## config.mk

```make
export PLATFORM = sky130hd
export DESIGN_NAME = approx_norm_multiplier
export DESIGN_NICKNAME = d
export VERILOG_FILES = /design/src/rtl/approx_norm_multiplier.sv
export SDC_FILE = /design/constraint.sdc
export NUM_CORES = 1
export LEC_CHECK = 0
export BUFFER_PORTS_ARGS = -buffer_cell sky130_fd_sc_hd__buf_2
export CAP_MARGIN = 20
export CORE_ASPECT_RATIO = 1.2
export CORE_MARGIN = 3
export CORE_UTILIZATION = 25
export CTS_CLUSTER_DIAMETER = 40
export DETAILED_ROUTE_END_ITERATION = 10
export PLACE_DENSITY_LB_ADDON = 0.2
export SYNTH_ARGS = -nofsm -noshare
export SYNTH_HDL_FRONTEND = slang
export SYNTH_SLANG_ARGS = --single-unit
```

## constraint.sdc

```tcl
create_clock -name clk -period 2.6 [get_ports clk]
set_clock_uncertainty 0.2 [all_clocks]
set_input_delay 0.13 -clock clk [delete_from_list [all_inputs] [get_ports clk]]
set_output_delay 0.13 -clock clk [all_outputs]
set_load 0.03 [all_outputs]
```

## src/rtl/approx_norm_multiplier.sv

```systemverilog
// Sequential approximate 16x16 unsigned multiplier: both operands are left-normalized,
// then their top 8 bits are multiplied by an 8-cycle shift-add engine.
module approx_norm_multiplier (
  input  logic        clk,
  input  logic        rst,
  input  logic        start,
  input  logic [15:0] A,
  input  logic [15:0] B,
  output logic [15:0] Y,
  output logic        done
);

  localparam int unsigned OP_W   = 16;
  localparam int unsigned MAN_W  = 8;
  localparam int unsigned RES_W  = 16;
  localparam int unsigned CNT_W  = 4;
  localparam int unsigned STEP_W = 3;

  typedef enum logic [2:0] {
    S_IDLE = 3'd0,
    S_LOAD = 3'd1,
    S_NORM = 3'd2,
    S_MULT = 3'd3,
    S_DONE = 3'd4
  } state_e;

  state_e state_q, state_d;

  logic [OP_W-1:0]   ra_q, ra_d;
  logic [OP_W-1:0]   rb_q, rb_d;
  logic              zero_q, zero_d;
  logic [CNT_W-1:0]  norm_cnt_q, norm_cnt_d;
  logic [STEP_W-1:0] step_q, step_d;
  logic [RES_W-1:0]  mcand_q, mcand_d;
  logic [MAN_W-1:0]  mplier_q, mplier_d;
  logic [RES_W-1:0]  acc_q, acc_d;
  logic [RES_W-1:0]  y_q, y_d;
  logic              done_q, done_d;

  logic [OP_W-1:0]   ra_sh_c;
  logic [OP_W-1:0]   rb_sh_c;
  logic              norm_done_c;

  // One normalization step per operand; an operand already normalized holds.
  always_comb begin
    ra_sh_c     = ra_q[OP_W-1] ? ra_q : {ra_q[OP_W-2:0], 1'b0};
    rb_sh_c     = rb_q[OP_W-1] ? rb_q : {rb_q[OP_W-2:0], 1'b0};
    norm_done_c = (ra_sh_c[OP_W-1] & rb_sh_c[OP_W-1]) ||
                  (norm_cnt_q == CNT_W'(OP_W - 1));
  end

  always_ff @(posedge clk or negedge rst) begin
    if (!rst) begin
      state_q <= S_IDLE;
    end else begin
      state_q <= state_d;
    end
  end

  always_comb begin
    state_d = state_q;
    case (state_q)
      S_IDLE: if (start) state_d = S_LOAD;
      S_LOAD: begin
        if (zero_q) begin
          state_d = S_DONE;
        end else if (ra_q[OP_W-1] & rb_q[OP_W-1]) begin
          state_d = S_MULT;
        end else begin
          state_d = S_NORM;
        end
      end
      S_NORM: if (norm_done_c) state_d = S_MULT;
      S_MULT: if (step_q == STEP_W'(MAN_W - 1)) state_d = S_DONE;
      S_DONE: state_d = S_IDLE;
      default: state_d = S_IDLE;
    endcase
  end

  // Datapath next-state: mantissa registers are primed on every step that may lead into MULT.
  always_comb begin
    ra_d       = ra_q;
    rb_d       = rb_q;
    zero_d     = zero_q;
    norm_cnt_d = norm_cnt_q;
    step_d     = step_q;
    mcand_d    = mcand_q;
    mplier_d   = mplier_q;
    acc_d      = acc_q;
    y_d        = y_q;
    done_d     = 1'b0;
    case (state_q)
      S_IDLE: begin
        if (start) begin
          ra_d   = A;
          rb_d   = B;
          zero_d = (A == '0) || (B == '0);
        end
      end
      S_LOAD: begin
        norm_cnt_d = '0;
        step_d     = '0;
        acc_d      = '0;
        mcand_d    = {(RES_W-MAN_W)'(0), ra_q[OP_W-1 -: MAN_W]};
        mplier_d   = rb_q[OP_W-1 -: MAN_W];
      end
      S_NORM: begin
        ra_d       = ra_sh_c;
        rb_d       = rb_sh_c;
        norm_cnt_d = norm_cnt_q + CNT_W'(1);
        mcand_d    = {(RES_W-MAN_W)'(0), ra_sh_c[OP_W-1 -: MAN_W]};
        mplier_d   = rb_sh_c[OP_W-1 -: MAN_W];
      end
      S_MULT: begin
        if (mplier_q[0]) begin
          acc_d = acc_q + mcand_q;
        end
        mcand_d  = {mcand_q[RES_W-2:0], 1'b0};
        mplier_d = {1'b0, mplier_q[MAN_W-1:1]};
        step_d   = step_q + STEP_W'(1);
      end
      S_DONE: begin
        y_d    = zero_q ? '0 : acc_q;
        done_d = 1'b1;
      end
      default: ;
    endcase
  end

  always_ff @(posedge clk or negedge rst) begin
    if (!rst) begin
      ra_q       <= '0;
      rb_q       <= '0;
      zero_q     <= 1'b0;
      norm_cnt_q <= '0;
      step_q     <= '0;
      mcand_q    <= '0;
      mplier_q   <= '0;
      acc_q      <= '0;
      y_q        <= '0;
      done_q     <= 1'b0;
    end else begin
      ra_q       <= ra_d;
      rb_q       <= rb_d;
      zero_q     <= zero_d;
      norm_cnt_q <= norm_cnt_d;
      step_q     <= step_d;
      mcand_q    <= mcand_d;
      mplier_q   <= mplier_d;
      acc_q      <= acc_d;
      y_q        <= y_d;
      done_q     <= done_d;
    end
  end

  assign Y    = y_q;
  assign done = done_q;

endmodule

```

==> summary.md <==
| Metric | Value |
|---|---|
| Status | `finished clean` |
| Setup WS post-layout | `0.0920 ns` |
| Routed len/inst | `roughly 15 um` |
| Sw Share | `0.421` |
| Synthesized instance count | `596` |
| Post-Layout Cell Count | `943` |
| Fin Setup TNS | `0 ns` |
| Fin area | `approximately 0.0065 mm2` |
| Final Hold Vio Count | `0` |
| Core Area | `0.0205 mm2` |
| Worst skew pair latency | `0.36 ns` |
| Area of the multi-input gates | `~0.0026 mm2` |
| FILL cells | `2,150` |
| Part of the power in registers | `0.367` |
| Startpoint types | `flop` |
| Relative slew margins | `0.544` |
| CP peak stage delay | `0.41 ns` |
| Tmin final | `2.51 ns` |
| Yosys top cell by area | `dfrtp_1` |
| Vias per cell | `4.86` |
| Pleak | `~2.9 nW` |
| FP Rows | `57` |
| I/O pin count | `52` |
| CP top delay family | `compound AO/OA/AOI/OAI gates` |
| Post-DP Area | `0.00590 mm2` |
| Dpl cells | `between 800 and 900` |
| Clock root buffer | `clkbuf_16` |
| Initial Util | `0.258` |
| Post-synth EDFFs | `0` |
| FF+latch area | `0.00250 mm2` |
| Critical Path Fanout Max | `3` |
| IO Port Bufs | `51` |
| Final GP Congestion | `0.856` |
| First-pass DRT Iterations | `4` |
| CP Data Required Time | `2.62 ns` |
| Die Span X | `approximately 140 um` |
| Vias post-DR | `4,581` |
| Top post-synthesis cells by count | `100 x dfrtp_1, 79 x nor2_1, 73 x nand2_1` |
| Clock slew at reported path FFs | `0.07 ns` |
| WL final | `between 10,000 and 15,000 um` |
| #FFs+latches synth | `100` |
| Worst slack at placement | `0.106 ns` |
| Critical Path Sink Type | `flop` |
| Arrival time at the worst endpoint | `2.52 ns` |
| GRT Overall Usage | `0.124` |
| VDD IR max | `around 0.42 mV` |
| Fin crit share | `0.965` |
| CP bufs+invs | `0` |
| Worst Hold Class | `in2reg` |
| Area Overhead vs Synth | `23.4%` |
| Avg Synthesized Cell Area | `slightly below 9 um2` |
| Worst path slowest cell | `dfrtp_1` |
| Setup CP Type | `reg2reg` |
| HPWL after detailed placement | `roughly 9700 um` |
| RSZ-0062 raised after global routing | `no` |
| Detail Route Antenna Nets | `0` |
| CTS buffer count | `9` |
| CP cell instances | `ha_1 > a211oi_2 > o21ai_2 > o22a_2 > a211o_2 > a21oi_4 > mux2i_1 > o311ai_1` |
| Endpoints failing setup | `0` |
| Sequential share of the synthesized area | `0.473` |
| Max Buffers Root-to-Sink | `2` |
| DIE AREA | `roughly 0.023 mm2` |
| Ys flop type | `dfrtp_1` |
| Sw Pwr | `3.19 mW` |
| Slew Limit Fails | `0` |
| Combinational Power Share | `0.463` |
| Pin count of the biggest net entering global routing | `between 50 and 60` |
| Iter 0 DRT Violations | `268` |
| Hold slack final | `~0.025 ns` |
| Net Count, Synth | `650` |
| H-Tree Level Count | `3` |
| TritonCTS Sinks | `100` |
| Int Power | `~4.4 mW` |
| Die Height | `165 um` |
| YS warnings | `0` |
| Max-cap viol count | `0` |
| GR Overflow Total | `0` |
| First-pass GRT wire length | `23,200 um` |
| Count leader, synth | `dfrtp_1` |
| Pwr per Cell Area | `1160 mW/mm2` |
| CTS tree | `yes` |
| Yosys top cell area share | `0.473` |
| Fraction of registers with async set/reset | `1.00` |
| Clk network pwr share | `0.171` |
| Nets@finish | `727` |
| Slew at the pin closest to its max-slew limit | `0.684 ns` |
| Initial antenna violation count | `0` |
| Fmax | `0.399 GHz` |
| Vias in the first global route | `4,534` |
| Antenna cells | `0` |
| Area contributors post-synth | `dfrtp_1 47%, nor2_1 5.6%, nand2_1 5.2%, ha_1 4.3%, a21oi_1 4.1%` |
| Share of layout cells above drive strength 1 | `0.140` |
| DRC | `0` |
| Post-Syn Area | `0.00530 mm2` |
| Number of distinct library cells after synthesis | `53` |
[per-stage QoR]
step                 util  power [mW]
CTS                 0.317        7.62
floorplan               -        5.24
global route        0.318        8.27
detailed placement  0.287        6.25
finish              0.318        7.58
global placement    0.287        6.19
[power groups by stage]
stage               logic, mW  clock network, mW  registers, mW
floorplan                2.64                  0           2.59
global placement         3.41                  0           2.78
detailed placement       3.46                  0           2.79
CTS                      3.50               1.35           2.77
global route             3.98               1.41           2.87
finish                   3.51               1.29           2.78
[worst reg2reg max path: cells and delay by family (launching register included)]
family	cells	cell delay [ns]
AO/OA/AOI/OAI	6	1.22
adder cells (fa/ha/maj)	1	0.34
flip-flops	1	0.41
multiplexers	1	0.19
[path summary, 6_finish.rpt]
kind	slack, ns	startpoint	depth (start not counted)	to
setup reg to reg	0.09	mcand_q[1]$_DFFE_PN0P_	8	acc_q[15]$_DFFE_PN0P_
min in group asynchronous	0.10	rst	2	Y[1]$_DFFE_PN0P_
max in group asynchronous	1.37	rst	3	norm_cnt_q[1]$_DFFE_PN0P_
hold reg to reg	0.28	Y[1]$_DFFE_PN0P_	2	Y[1]$_DFFE_PN0P_
setup / recovery	0.09	mcand_q[1]$_DFFE_PN0P_	8	acc_q[15]$_DFFE_PN0P_
hold / removal	0.03	start	5	state_q[0]$_DFFE_PN0P_
[metal layers]
metal | vias up | wire length (um) | GRT usage
met2 | 109 | 6410 | 0.205
met4 | 0 | 207 | 0.0365
met5 | - | 0 | 0
li1 | 2288 | - | -
met1 | 2168 | 6390 | 0.159
met3 | 16 | 670 | 0.0351
[what timing repair did]
item / in CTS / in global routing
gates resized for setup: 0 / 3
setup buffers: 0 / 0
hold endpoints to repair: 74 / 0
hold buffers: 33 / 0
setup endpoints to repair: 0 / 3
[layout make-up]
| class | instances | share of cell area |
|---|---|---|
| Tap cell | 265 | 0.0508 |
| Sequential cell | 100 | 0.383 |
| Inverter | 11 | 0.00632 |
| Clock buffer | 13 | 0.0398 |
| Timing Repair Buffer | 104 | 0.115 |
| Clock inverter | 3 | 0.00326 |
| Multi-Input combinational cell | 447 | 0.402 |
[placed cells by master (no fill, tap or decap), types with 8 or more instances in the layout]
master	netlist	final
o22ai_1	23	23
o21ai_1	42	42
buf_2	5	50
a21oi_1	43	42
xor2_1	8	8
dfrtp_1	100	100
a221oi_1	12	12
nand2_1	73	73
inv_1	10	10
a22o_1	8	8
nand2b_1	18	18
ha_1	18	17
o21ai_0	23	23
nor2_1	79	79
and3_1	12	12
dlygate4sd3_1	0	33
buf_4	0	20
nor4_1	9	9
nor3b_1	10	10
clkbuf_16	0	9
[kinds of logic after synthesis]
family,Yosys count,synth area share
compound gates,192,0.228
xor+xnor,13,0.0215
fa+ha+maj,19,0.0463
buf+inv,49,0.0359
flops,100,0.473
mux,4,0.00756
simple gates,219,0.188
[registers in the layout (all words and copies together), names as in the netlist]
register    flops
acc_q          16
step_q          3
mplier_q        8
mcand_q        16
Y              16
done            1
norm_cnt_q      4
state_q         3
zero_q          1
rb_q           16
ra_q           16
Power figures use the tool's default switching activity.
